$ cat src/rtl/pio_pkg.sv
// Shared definitions for the programmable-I/O execution core: instruction
// layout, opcode/condition/destination codes and the SET field helper.
package pio_pkg;

    localparam int IMEM_DEPTH = 32;
    localparam int INSTR_W    = 16;
    localparam int ADDR_W     = 5;
    localparam int PIN_COUNT  = 32;
    localparam int DELAY_W    = 5;
    localparam int SET_WIDTH  = 5;

    localparam logic [2:0] OP_JMP  = 3'b000;
    localparam logic [2:0] OP_WAIT = 3'b001;
    localparam logic [2:0] OP_SET  = 3'b111;

    localparam logic [2:0] COND_ALWAYS = 3'b000;
    localparam logic [2:0] COND_PIN    = 3'b110;

    localparam logic [2:0] DEST_PINS    = 3'b000;
    localparam logic [2:0] DEST_PINDIRS = 3'b100;

    typedef struct packed {
        logic [2:0]         opcode;
        logic [DELAY_W-1:0] delay;
        logic [7:0]         args;
    } instr_t;

    // Replace SET_WIDTH consecutive bits starting at base; the pin index wraps modulo 32.
    function automatic logic [PIN_COUNT-1:0] apply_set(
        input logic [PIN_COUNT-1:0] cur,
        input logic [ADDR_W-1:0]    base,
        input logic [SET_WIDTH-1:0] data
    );
        logic [PIN_COUNT-1:0] res;
        logic [ADDR_W-1:0]    idx;
        res = cur;
        for (int k = 0; k < SET_WIDTH; k++) begin
            idx      = base + ADDR_W'(k);
            res[idx] = data[k];
        end
        return res;
    endfunction

endpackage

$ cat src/rtl/pio_exec_unit_chk.sv
// Structural invariants of the execution core's pin outputs.
module pio_exec_unit_chk
    import pio_pkg::*;
(
    input logic                 clk,
    input logic                 rst,
    input logic [PIN_COUNT-1:0] core_output,
    input logic [PIN_COUNT-1:0] core_drive
);

    a_reset_clears: assert property (@(posedge clk)
        rst |=> (core_output == 32'h0000_0000) && (core_drive == 32'h0000_0000));

    a_output_only_when_driven: assert property (@(posedge clk)
        (core_output & ~core_drive) == 32'h0000_0000);

endmodule

$ cat src/rtl/pio_sm.sv
// One sequencer: executes the instruction at its pc each enabled cycle and
// keeps its own pin values and output enables. Optional PIO_DELAY_EN adds per-instruction idle cycles.
module pio_sm
    import pio_pkg::*;
#(
    parameter int SET_BASE = 0,
    parameter int JMP_PIN  = 0
) (
    input  logic                 clk,
    input  logic                 rst,
    input  logic                 enable,
    input  logic [INSTR_W-1:0]   instr,
    input  logic [PIN_COUNT-1:0] gpio_input,
    output logic [ADDR_W-1:0]    pc,
    output logic [PIN_COUNT-1:0] fsm_output,
    output logic [PIN_COUNT-1:0] fsm_drive
);

    localparam logic [ADDR_W-1:0] SET_BASE_L = SET_BASE[ADDR_W-1:0];

    instr_t                 instr_s;
    logic [2:0]             field_hi_s;
    logic [4:0]             field_lo_s;
    logic [ADDR_W-1:0]      pc_r;
    logic [PIN_COUNT-1:0]   output_r;
    logic [PIN_COUNT-1:0]   drive_r;
    logic [ADDR_W-1:0]      pc_next_s;
    logic [PIN_COUNT-1:0]   output_next_s;
    logic [PIN_COUNT-1:0]   drive_next_s;
    logic                   done_s;

    assign instr_s    = instr_t'(instr);
    assign field_hi_s = instr_s.args[7:5];
    assign field_lo_s = instr_s.args[4:0];

    // Decode and execute the current instruction into next-state values.
    always_comb begin
        pc_next_s     = pc_r + 5'd1;
        output_next_s = output_r;
        drive_next_s  = drive_r;
        done_s        = 1'b1;
        case (instr_s.opcode)
            OP_JMP: begin
                if (field_hi_s == COND_ALWAYS) begin
                    pc_next_s = field_lo_s;
                end else if ((field_hi_s == COND_PIN) && gpio_input[JMP_PIN]) begin
                    pc_next_s = field_lo_s;
                end else begin
                    pc_next_s = pc_r + 5'd1;
                end
            end
            OP_WAIT: begin
                if (gpio_input[field_lo_s] == instr_s.args[7]) begin
                    pc_next_s = pc_r + 5'd1;
                    done_s    = 1'b1;
                end else begin
                    pc_next_s = pc_r;
                    done_s    = 1'b0;
                end
            end
            OP_SET: begin
                case (field_hi_s)
                    DEST_PINS:    output_next_s = apply_set(output_r, SET_BASE_L, field_lo_s);
                    DEST_PINDIRS: drive_next_s  = apply_set(drive_r, SET_BASE_L, field_lo_s);
                    default:      output_next_s = output_r;
                endcase
            end
            default: pc_next_s = pc_r + 5'd1;
        endcase
    end

`ifdef PIO_DELAY_EN
    logic [DELAY_W-1:0] delay_r;

    // Sequencer state; a non-zero delay count idles the SM with pc and pins held.
    always_ff @(posedge clk) begin
        if (rst) begin
            pc_r     <= 5'd0;
            output_r <= 32'h0000_0000;
            drive_r  <= 32'h0000_0000;
            delay_r  <= 5'd0;
        end else if (enable) begin
            if (delay_r != 5'd0) begin
                delay_r <= delay_r - 5'd1;
            end else begin
                pc_r     <= pc_next_s;
                output_r <= output_next_s;
                drive_r  <= drive_next_s;
                delay_r  <= done_s ? instr_s.delay : 5'd0;
            end
        end
    end
`else
    logic unused_s;
    assign unused_s = ^{instr_s.delay, done_s};

    // Sequencer state; every enabled cycle executes one instruction.
    always_ff @(posedge clk) begin
        if (rst) begin
            pc_r     <= 5'd0;
            output_r <= 32'h0000_0000;
            drive_r  <= 32'h0000_0000;
        end else if (enable) begin
            pc_r     <= pc_next_s;
            output_r <= output_next_s;
            drive_r  <= drive_next_s;
        end
    end
`endif

    assign pc         = pc_r;
    assign fsm_output = output_r;
    assign fsm_drive  = drive_r;

endmodule

$ cat src/rtl/pio_exec_unit.sv
// Programmable-I/O execution core: shared 32x16 program memory, NUM_SM sequencers
// and a per-pin priority arbiter. Build with PIO_DELAY_EN for per-instruction delays.
module pio_exec_unit
    import pio_pkg::*;
#(
    parameter int NUM_SM   = 4,
    parameter int SET_BASE = 0,
    parameter int JMP_PIN  = 0
) (
    input  logic                 clk,
    input  logic                 rst,
    input  logic [PIN_COUNT-1:0] gpio_input,
    input  logic [NUM_SM-1:0]    sm_en,
    input  logic [INSTR_W-1:0]   data_in,
    input  logic [ADDR_W-1:0]    write_addr,
    input  logic                 write_en,
    output logic [PIN_COUNT-1:0] core_output,
    output logic [PIN_COUNT-1:0] core_drive
);

    logic [INSTR_W-1:0]   imem_r      [IMEM_DEPTH];
    logic [ADDR_W-1:0]    sm_pc_s     [NUM_SM];
    logic [INSTR_W-1:0]   sm_instr_s  [NUM_SM];
    logic [PIN_COUNT-1:0] sm_output_s [NUM_SM];
    logic [PIN_COUNT-1:0] sm_drive_s  [NUM_SM];

    // Program memory: cleared on reset, written by the loader port.
    always_ff @(posedge clk) begin
        if (rst) begin
            for (int a = 0; a < IMEM_DEPTH; a++) begin
                imem_r[a] <= 16'h0000;
            end
        end else if (write_en) begin
            imem_r[write_addr] <= data_in;
        end
    end

    for (genvar i = 0; i < NUM_SM; i++) begin : g_sm
        // A same-cycle write to this address is seen only from the next cycle.
        assign sm_instr_s[i] = imem_r[sm_pc_s[i]];

        pio_sm #(
            .SET_BASE (SET_BASE),
            .JMP_PIN  (JMP_PIN)
        ) u_sm (
            .clk        (clk),
            .rst        (rst),
            .enable     (sm_en[i]),
            .instr      (sm_instr_s[i]),
            .gpio_input (gpio_input),
            .pc         (sm_pc_s[i]),
            .fsm_output (sm_output_s[i]),
            .fsm_drive  (sm_drive_s[i])
        );
    end

    // Per-pin arbitration: the highest-numbered driving sequencer owns the pin value.
    always_comb begin
        core_output = 32'h0000_0000;
        core_drive  = 32'h0000_0000;
        for (int p = 0; p < PIN_COUNT; p++) begin
            for (int i = 0; i < NUM_SM; i++) begin
                if (sm_drive_s[i][p]) begin
                    core_drive[p]  = 1'b1;
                    core_output[p] = sm_output_s[i][p];
                end else begin
                    core_drive[p]  = core_drive[p];
                end
            end
        end
    end

    pio_exec_unit_chk u_chk (
        .clk         (clk),
        .rst         (rst),
        .core_output (core_output),
        .core_drive  (core_drive)
    );

endmodule

$ cat config.mk
export PLATFORM = sky130hd
export DESIGN_NAME = pio_exec_unit
export DESIGN_NICKNAME = d
export VERILOG_FILES = /design/src/rtl/pio_pkg.sv /design/src/rtl/pio_exec_unit_chk.sv /design/src/rtl/pio_sm.sv /design/src/rtl/pio_exec_unit.sv
export SDC_FILE = /design/constraint.sdc
export NUM_CORES = 1
export LEC_CHECK = 0
export BUFFER_PORTS_ARGS = -buffer_cell sky130_fd_sc_hd__buf_4
export CAP_MARGIN = 10
export CORE_AREA = 2 2 288 290
export DETAILED_ROUTE_END_ITERATION = 10
export DIE_AREA = 0 0 290 292
export PLACE_DENSITY_LB_ADDON = 0.12
export SLEW_MARGIN = 30
export SYNTH_ARGS = -nofsm -noshare
export SYNTH_HDL_FRONTEND = slang
export SYNTH_HIERARCHICAL = 1
export SYNTH_SLANG_ARGS = --single-unit
$ cat constraint.sdc
create_clock -name clk -period 2.9 [get_ports clk]
set_clock_uncertainty 0.1 [all_clocks]
set_input_delay 0.435 -clock clk [delete_from_list [all_inputs] [get_ports clk]]
set_output_delay 0.435 -clock clk [all_outputs]
set_load 0.005 [all_outputs]
==> results_dict.tcl <==
set metrics [dict create \
    outcome "finished with violations" \
    violations "negative setup slack" \
    die_x_um 290 \
    die_h_um 292 \
    dr.pass1.iters 5 \
    place_ws_ns -0.9057 \
    fmax_mhz 284.8 \
    drt_iter0_drc 2900 \
    power.leakage_nw 17.01 \
    crit_slowest_cell "dfxtp_4" \
    max_stage_delay_ns 0.42 \
    drv_cap 0 \
    peakVddDrop_mv 0.4363 \
    finalSetupViolations 60 \
    grt_setup_unrepaired "yes" \
    clk_path_buf_depth 3 \
    slew_headroom 0.5601 \
    post_drt_via_cell_ratio 5.935 \
    fin_crit_ns 3.512 \
    synth.avg_cell_area_um2 9.775 \
    hold_buffers 0 \
    fin_nets 3942 \
    cp_max_fo 6 \
    antenna_found_initial 3 \
    clk_latency_ns 0.63 \
    grt_pass1_wl_mm 212.7 \
    final_cells 4993 \
    worst_slack_ns -0.6118 \
    place.gp.congestion 1.023 \
    drive_above_1_share 0.3021 \
    cp.required_ns 3.35 \
    fin_crit_sh 1.211 \
    dp.cells 4773 \
    powerDensity_nw_per_um2 636.7 \
    area_growth_pct 28.87 \
    cts_max_level 2 \
    grt_pass1_vias 29380 \
    worst_pin_slew_ns 0.6599 \
    postSynthCellCount 3449 \
    clk_pin_slew_ns 0.07 \
    numPortBuffers 64 \
    drc_errors 0 \
    critical_path_class "reg -> reg" \
    cpLargestDelayFamily "simple AND/OR/NAND/NOR gates" \
    path_buf_inv 4 \
    wirelength_mm 148.5 \
    cts-root-buf "clkbuf_16" \
    yosys_warnings 6 \
    grt_max_degree 42 \
    cts_tree "done" \
    initial_core_util 0.4133 \
    core_area_um2 81580 \
    startpoint_type "flip-flop" \
    wire_per_inst_um 29.74 \
    grt_usage 0.3449 \
    arrival_ns 3.96 \
    die_area_um2 84680 \
    cts_sinks 412 \
    final_max_slew_viol_count 0 \
    hpwlAfterDp_mm 111.1 \
    overflow 0 \
    ios 124 \
    rows 105 \
    hold_violations 0 \
    antenna_left 0 \
    cts_buffers 50 \
    min_path_type "in -> reg" \
    crit_chain "buf_6 > buf_12 > mux2i_1 > a22o_1 > nor3_2 > a31oi_2 > buf_4 > nand3_4 > and2b_2 > a22oi_2 > and3_4 > a31oi_4 > and3_4 > nor3_4 > buf_4 > mux2i_1" \
    endpoint_kind "flip-flop" \
    synth_area_um2 33710 \
    detailroute.via_count 29640 \
]
==> layout make-up <==
class                           count  area, um2
Multi-Input combinational cell   2672      21160
Timing Repair Buffer              730       7497
Clock buffer                       64       1348
Sequential cell                   412      11800
Inverter                           12      45.04
Clock inverter                     29      250.2
Tap cell                         1070       1339
Fill cell                        7296      38140
Antenna cell                        4      10.01
==> per-layer routing <==
layer | GRT usage | share of wire | vias to the layer above
li1 | - | - | 13120
met1 | 0.4706 | 0.43 | 14870
met2 | 0.5527 | 0.45 | 1375
met3 | 0.04841 | 0.070 | 271
met4 | 0.1355 | 0.044 | 0
met5 | 0 | 0 | -
==> flip-flops by register name, indices dropped and copies added (netlist names) <==
signal / count
g_sm.u_sm/fsm_output: 20
g_sm.u_sm/fsm_drive: 20
g_sm.u_sm/pc: 20
imem_r: 352
==> repair_timing <==
| item | CTS | global route |
|---|---|---|
| pin swaps | 183 | 63 |
| gates resized for setup | 450 | 65 |
| gates cloned | 20 | 0 |
| endpoints found under the setup margin | 60 | 60 |
| setup buffers | 120 | 17 |
==> worst min-delay path: stages <==
cell,delay [ns]
buf_4,0.14
a31oi_2,0.15
a211oi_2,0.06
==> final timing paths <==
path | from | slack [ns] | cells after the start | endpoint
setup / recovery | g_sm[2].u_sm/pc[1]$_SDFFE_PP0P_ | -0.61 | 16 | g_sm[2].u_sm/pc[4]$_SDFFE_PP0P_
setup reg to reg | g_sm[2].u_sm/pc[1]$_SDFFE_PP0P_ | -0.61 | 16 | g_sm[2].u_sm/pc[4]$_SDFFE_PP0P_
hold reg to reg | g_sm[3].u_sm/fsm_output[2]$_SDFFE_PP0P_ | 0.40 | 2 | g_sm[3].u_sm/fsm_output[2]$_SDFFE_PP0P_
hold / removal | sm_en[0] | 0.11 | 3 | g_sm[0].u_sm/pc[1]$_SDFFE_PP0P_
==> report_power, final <==
part	internal, mW	switching [mW]
clock	3.49	2.76
sequential	6.77	0.511
combinational	6.75	7.38
total	17.0	10.7
==> through the flow <==
step	area [um2]	hold WS (ns)	setup TNS (ns)	utilization	power (mW)
after floorplan	34990	0.3562	-0.02432	-	13.79
after global placement	37830	0.3745	-29.04	0.4637	18.35
after global routing	43440	0.09767	-23.37	0.5324	28.46
after CTS	43070	0.05661	-16.09	0.5280	27.17
final	43450	0.1085	-19.04	0.5326	27.66
after detailed placement	37830	0.3822	-31.17	0.4637	18.43
==> placed cells by master, fill, tap and decap left out, types with 64 or more instances in the layout <==
master    count
mux2i_1     783
buf_4       514
and2_1      352
edfxtp_1    352
conb_1      216
nand2_1     205
a21oi_1     156
a22oi_1     144
buf_6        96
a22o_1       83
buf_12       79
nor2_1       64
Note: power is estimated with default switching activity, not from simulation.
